<file path="src/rtl/fwd_hazard_ctrl.sv">
// Forwarding and load-use hazard control for a 5-stage in-order pipeline.
// Tracks EX/MEM/WB destination info and drives EX operand mux selects plus a one-cycle stall.

module fwd_sel_unit #(
    parameter int REG_AW = 5
) (
    input  logic              use_rs,
    input  logic [REG_AW-1:0] rs,
    input  logic [REG_AW-1:0] mem_rd,
    input  logic              mem_rw,
    input  logic              mem_mr,
    input  logic [REG_AW-1:0] wb_rd,
    input  logic              wb_rw,
    output logic [1:0]        sel
);
    // Youngest producer wins; a load in MEM has no data yet, so it is skipped.
    always_comb begin
        sel = 2'b00;
        if (use_rs && mem_rw && !mem_mr && (mem_rd != '0) && (mem_rd == rs))
            sel = 2'b10;
        else if (use_rs && wb_rw && (wb_rd != '0) && (wb_rd == rs))
            sel = 2'b01;
    end
endmodule

module fwd_hazard_ctrl #(
    parameter int REG_AW = 5
) (
    input  logic              clk,
    input  logic              rst_n,
    input  logic              id_valid,
    input  logic [REG_AW-1:0] id_rs1,
    input  logic [REG_AW-1:0] id_rs2,
    input  logic              id_use_rs1,
    input  logic              id_use_rs2,
    input  logic [REG_AW-1:0] id_rd,
    input  logic              id_reg_write,
    input  logic              id_mem_read,
    input  logic              flush,
    output logic [1:0]        fwd_a_sel,
    output logic [1:0]        fwd_b_sel,
    output logic              stall
);
    localparam int NUM_OPS = 2;

    typedef struct packed {
        logic [REG_AW-1:0] rd;
        logic              reg_write;
        logic              mem_read;
    } dst_t;

    typedef struct packed {
        dst_t                           dst;
        logic [NUM_OPS-1:0][REG_AW-1:0] rs;
        logic [NUM_OPS-1:0]             use_rs;
    } ex_t;

    // Once a result reaches WB it is valid whether or not it came from a load.
    typedef struct packed {
        logic [REG_AW-1:0] rd;
        logic              reg_write;
    } wb_t;

    ex_t  ex_q, ex_d;
    dst_t mem_q;
    wb_t  wb_q;
    logic hazard;
    logic [NUM_OPS-1:0][1:0] sel;

    assign hazard = (id_use_rs1 && (id_rs1 == ex_q.dst.rd)) ||
                    (id_use_rs2 && (id_rs2 == ex_q.dst.rd));

    assign stall = id_valid && !flush && ex_q.dst.mem_read && ex_q.dst.reg_write &&
                   (ex_q.dst.rd != '0) && hazard;

    always_comb begin
        ex_d = '0;
        if (id_valid && !stall && !flush) begin
            ex_d.dst.rd        = id_rd;
            ex_d.dst.reg_write = id_reg_write;
            ex_d.dst.mem_read  = id_mem_read;
            ex_d.rs[0]         = id_rs1;
            ex_d.rs[1]         = id_rs2;
            ex_d.use_rs        = {id_use_rs2, id_use_rs1};
        end
    end

    always_ff @(posedge clk or negedge rst_n) begin
        if (!rst_n) begin
            ex_q  <= '0;
            mem_q <= '0;
            wb_q  <= '0;
        end else begin
            ex_q  <= ex_d;
            mem_q <= ex_q.dst;
            wb_q  <= '{rd: mem_q.rd, reg_write: mem_q.reg_write};
        end
    end

    for (genvar g = 0; g < NUM_OPS; g++) begin : g_op
        fwd_sel_unit #(.REG_AW(REG_AW)) u_sel (
            .use_rs (ex_q.use_rs[g]),
            .rs     (ex_q.rs[g]),
            .mem_rd (mem_q.rd),
            .mem_rw (mem_q.reg_write),
            .mem_mr (mem_q.mem_read),
            .wb_rd  (wb_q.rd),
            .wb_rw  (wb_q.reg_write),
            .sel    (sel[g])
        );
    end

    assign fwd_a_sel = sel[0];
    assign fwd_b_sel = sel[1];
endmodule
</file>
<file path="config.mk">
export PLATFORM = sky130hd
export DESIGN_NAME = fwd_hazard_ctrl
export DESIGN_NICKNAME = d
export VERILOG_FILES = /design/src/rtl/fwd_hazard_ctrl.sv
export SDC_FILE = /design/constraint.sdc
export NUM_CORES = 1
export LEC_CHECK = 0
export ABC_CLOCK_PERIOD_IN_PS = 1200
export CAP_MARGIN = 20
export CORE_MARGIN = 2
export CORE_UTILIZATION = 46
export CTS_CLUSTER_DIAMETER = 30
export CTS_CLUSTER_SIZE = 28
export DETAILED_ROUTE_END_ITERATION = 12
export PLACE_DENSITY = 0.78
export SLEW_MARGIN = 20
export SYNTH_ARGS = -nofsm -noshare
export SYNTH_HDL_FRONTEND = slang
export SYNTH_HIERARCHICAL = 1
export SYNTH_SLANG_ARGS = --single-unit
export TNS_END_PERCENT = 1
</file>
<file path="constraint.sdc">
create_clock -name clk -period 1.2 [get_ports clk]
set_input_delay 0.18 -clock clk [delete_from_list [all_inputs] [get_ports clk]]
set_output_delay 0.18 -clock clk [all_outputs]
set_load 0.005 [all_outputs]
</file>
==> reports/results.tsv <==
metric	value	unit
outcome	complete, but fails checks	
failing checks	setup timing	
Cell Rows	20	
PwrDens	990.8	nW/um^2
area occupied by multi-input gates	716.9	um^2
top-count cell post-synth	dfrtp_1	
GPL Wtd Cong	0.8901	
Final setup viols	24	
Routed Antenna Nets	0	
DIE AREA	3725	um^2
drc violations	0	
Final period util	160.2	%
sequential share of the synthesized area	53.51	%
total of max-cap violations	0	
ys flop type	dfrtp_1	
worst relative slew slack	78.99	%
Async SR Flop Fraction	100.0	%
Critical R2R Capture	ex_q[5]	
VDD IR max	681.0	uV
Hold Slack	0.2038	ns
FMAX	0.5202	GHz
PortBufs	27	
largest net degree at the start of global routing	33	
layout cell share with drive strength beyond 1	28.13	%
hold crit path type	in2async	
Skew-Pair Late Insertion Delay	0.33	ns
WP buf/inv	2	
initial antenna violation count	0	
final slew viol count	0	
RR Startpoint	ex_q[17]	
CP required	1.02	ns
post-synth top area share	53.51	%
CP endpoint kind	primary output	
Yosys top cell by area	dfrtp_1	
CTS clk-pin slew, worst paths	0.09	ns
Post-Layout Cell Count	236	
Tot GR Track Use	22.22	%
critical setup path kind	reg2out	
fin crit period	1.922	ns
Core ar.	3078	um^2
initial core utilization	48.62	%
CTS Buf Count	5	
Die Span X	61.04	um
drt pass-1 iters	4	
DR vias	1203	
total wire length	3586	um
Slew @ Worst Pin	0.3141	ns
Clock Skew	0.01004	ns
cell family with most CP delay	flip-flops	
Yosys warnings	6	
CP max FO	5	
first-pass GRT wire length	5830	um
Mapped Area	1496	um^2
routed vias/inst	5.097	
root buffer cell	clkbuf_4	
CTS tree	yes	
worst setup margin	-0.7223	ns
clock sink total	32	
Ports	28	
CP startpoint kind	register	
register area	805.8	um^2
synth-to-layout area growth	40.80	%
top cells by count, synth	dfrtp_1, a21oi_1, xnor2_1, nand2_1, nand3_1	
Synth area leaders	dfrtp_1, xnor2_1, a21oi_1	
Max clock buf depth	2	
#FFs+latches synth	32	
DRT iter0 DRCs	80	
total power	2.088	mW
Final Hold Vio Count	0	
Cells after Synth	139	
drt wl/cell	15.19	um
RSZ-0062 raised after global routing	true	
fin nets	215	
Largest stage delay, worst path	0.48	ns
die height	61.04	um
Reg2Reg Depth	6	
grt ovf	0	
CP cell instances	xnor2_1 -> nand3_1 -> buf_4 -> nor4_2 -> clkbuf_2	
Worst Path Arrival	1.74	ns
H-tree depth	2	
DP Cell Count	217	
Post-synth EDFFs	0	
Syn Area/Cell	10.77	um^2
cts hold-fix bufs	0	
Fillers	238	
vias in the first global route	1283	
Unique masters post-synth	25	
Detail Placement HPWL	2512	um
fin util	68.46	%
Slowest-stage cell, CP	dfrtp_2	
n_diodes	0	
Syn Nets	162	
Worst R2R Setup Slack	-0.21	ns
static leakage	0.9225	nW
report_power, final:
group	internal, mW	total, mW	leakage (nW)	switching, mW
Clock	0.215	0.555	0.0281	0.340
Combinational	0.212	0.362	0.470	0.150
Sequential	1.12	1.17	0.424	0.0516
Total	1.55	2.09	0.923	0.541
metrics by stage:
step                setup slack [ns]  setup TNS, ns  instance area (um^2)
finish                       -0.7223         -6.819                  2107
global route                 -0.8457         -9.100                  2107
CTS                          -0.6960         -6.160                  2066
detailed placement           -0.7287         -10.38                  1894
global placement             -0.7134         -9.707                  1894
floorplan                   -0.06655        -0.1942                  1496
worst max-delay path by stage:
stage,cells after the start,slack (ns),endpoint,startpoint
5_1_grt,6,-0.85,fwd_a_sel[1],mem_q[6]
3_3_place_gp,6,-0.71,stall,id_valid
4_1_cts,6,-0.70,fwd_b_sel[0],wb_q[4]
3_5_place_dp,6,-0.73,stall,id_rs2[3]
2_1_floorplan,5,-0.07,stall,ex_q[18]
6_report,5,-0.72,fwd_a_sel[1],mem_q[4]
registers in the layout, indices dropped and copies added (netlist names):
signal and count:
wb_q 6, mem_q 7, ex_q 19
worst register-to-register path: stages (launching register included):
cell and delay (ns):
dfrtp_1 0.45, xnor2_1 0.19, nand4_1 0.14, o22ai_2 0.14
buf_4 0.15, buf_12 0.14, a21oi_1 0.08
repair_timing:
action	4_1_cts	5_1_grt
pin swaps	12	6
hold endpoints to repair	0	0
setup endpoints to repair	24	24
setup buffers	10	2
gates cloned	0	0
gates resized for setup	27	7
cells by family after synthesis:
| group | synth area share [%] |
|---|---|
| XOR/XNOR | 15.22 |
| flip-flops | 53.51 |
| buffers and inverters | 3.010 |
| AO/OA/AOI/OAI | 11.37 |
| AND/OR/NAND/NOR | 16.89 |
placed cells by master, fill, tap and decap left out, drive strengths merged, types with 4 or more instances in the layout:
cell	count
dfrtp	32
buf	27
clkdlybuf4s50	22
a21oi	22
xnor2	22
nand2	21
clkbuf	7
nor4	6
nand3	5
xor2	4
layout make-up:
type                    count  share of cell area [%]
repair buffers             52                   22.57
well taps                  44                   2.613
flip-flops and latches     32                   38.24
clock buffers               6                   1.960
clock inverters             1                  0.2375
multi-input cells          99                   34.03
inverters                   2                  0.3563
layer usage:
| metal | GRT usage (%) | up-vias | wire, um |
|---|---|---|---|
| met3 | 7.983 | 8 | 190 |
| met4 | 8.385 | 0 | 75 |
| li1 | - | 585 | - |
| met5 | 0 | - | 0 |
| met2 | 37.54 | 42 | 1911 |
| met1 | 25.93 | 568 | 1408 |
Note: power is estimated with default switching activity, not from simulation.
==> variant (same settings) <==
`REG_AW` is set to 5 in 2 places; all go to 7.
--- a/src/rtl/fwd_hazard_ctrl.sv
+++ b/src/rtl/fwd_hazard_ctrl.sv
@@ -2,7 +2,7 @@
 // Tracks EX/MEM/WB destination info and drives EX operand mux selects plus a one-cycle stall.
 
 module fwd_sel_unit #(
-    parameter int REG_AW = 5
+    parameter int REG_AW = 7
 ) (
     input  logic              use_rs,
     input  logic [REG_AW-1:0] rs,
@@ -24,7 +24,7 @@
 endmodule
 
 module fwd_hazard_ctrl #(
-    parameter int REG_AW = 5
+    parameter int REG_AW = 7
 ) (
     input  logic              clk,
     input  logic              rst_n,
Interface: changed (resized id_rd, id_rs1 and id_rs2); port bits go from 28 to 34. No check against the original RTL was run, so the function may have changed too.
==> variant against the unedited design <==
Cell area up 31%; wire length up 17%; setup slack worse by 200 ps; the flow still finishes with violations (negative setup slack); cell count up 27%; register-to-register slack worse by 480 ps; power up 39%; largest cell class unchanged; area after synthesis up 29%; sequential cell count up 10.
==> variant: results (changes against the unedited design) <==
Run status
  • Status: finished, violations left (unchanged)
  • Failing checks: negative setup slack (unchanged)

Logic synthesis
  • Synth cell count leaders: dfrtp_1, nand2_1, nor2_1, xnor2_1, xor2_1 (was dfrtp_1, a21oi_1, xnor2_1, nand2_1, nand3_1)
  • Sequential area share after synthesis: 54.7% (was 53.5%)
  • Syn avg cell area: 11.1 sq um (was 10.8 sq um)
  • Mapped Nets: 203 (was 162)
  • Synth top area cells: dfrtp_1, xnor2_1, xor2_1 (was dfrtp_1, xnor2_1, a21oi_1)

Worst setup path
  • CP Data Arrival Time: 1940 ps (was 1740 ps)

Placement
  • Cell count after placement: 285 (was 217)
  • DP Area: 2550 sq um (was 1890 sq um)
  • IO buf count: 33 (was 27)
  • Place WS: -1080 ps (was -729 ps)

Finish
  • Share of cells above drive strength 1: 26.1% (was 28.1%)
  • Fin nets: 277 (was 215)

Power
  • Net load switching power: 0.716 mW (was 0.541 mW)
  • Max VDD drop: 0.837 mV (was 0.681 mV)
  • LEAKAGE: 1.32 nW (was 0.923 nW)

Global route
  • M1 GR Usage: 24.3% (was 25.9%)
  • Total Routing Usage GR: 21.0% (was 22.2%)

Detailed routing
  • Final WL: 4190 um (was 3590 um)

Timing
  • Final Skew: 6.72 ps (was 10.0 ps)
  • Setup violators final: 30 (was 24)
  • Rel. slew slack: 76.1% (was 79.0%)
  • Post-route setup slack: -921 ps (was -722 ps)

CTS
  • Worst skew pair latency: 300 ps (was 330 ps)
==> variant: cells by family (layout without fill, tap and decap cells) <==
kind of cell / Yosys count / in the layout / synth area share [%]
flip-flops: 42 / 42 / 54.7
AND/OR/NAND/NOR: 82 / 82 / 22.8
AO/OA/AOI/OAI: 3 / 3 / 1.69
XOR/XNOR: 42 / 42 / 19.1
buffers and inverters: 5 / 80 / 1.76
==> variant: metrics by stage <==
stage | power, mW | setup TNS (ps)
finish | 2.91 | -20870
global placement | 1.97 | -26520
detailed placement | 1.98 | -26680
global route | 3.04 | -25340
floorplan | 1.73 | -14330
CTS | 2.92 | -21270
==> variant: cell type report <==
| cell class | instances | area share [%] |
|---|---|---|
| clock buffer | 7 | 3.12 |
| clock inverter | 1 | 0.181 |
| multi-input combinational | 127 | 33.0 |
| sequential | 42 | 38.0 |
| tap | 50 | 2.26 |
| timing repair buffer | 72 | 23.4 |
==> variant: worst paths after layout <==
check                      slack, ps  endpoint  cells after the start      from
hold reg to reg                  380  mem_q[0]                      0  ex_q[16]
setup reg to reg                -690  ex_q[15]                      7  ex_q[20]
max in group asynchronous        620   wb_q[4]                      3     rst_n
hold / removal                   370  ex_q[14]                      3     rst_n
min in group clk                 380  mem_q[0]                      0  ex_q[16]
setup / recovery                -920     stall                      5  ex_q[20]
==> variant: what timing repair did <==
action                                 in CTS  in global routing
setup buffers                               4                  1
setup endpoints to repair                  30                 30
endpoints found under the hold margin      42                  0
gates resized for setup                    25                  5
hold buffers                                1                  0
pin swaps                                  12                 12
==> variant: critical path: cells and delay by family (launching register included) <==
family          cells  cell delay, ps
compound gates      1             300
xor+xnor            1             160
buf+inv             1             260
flops               1             420
simple gates        2             500
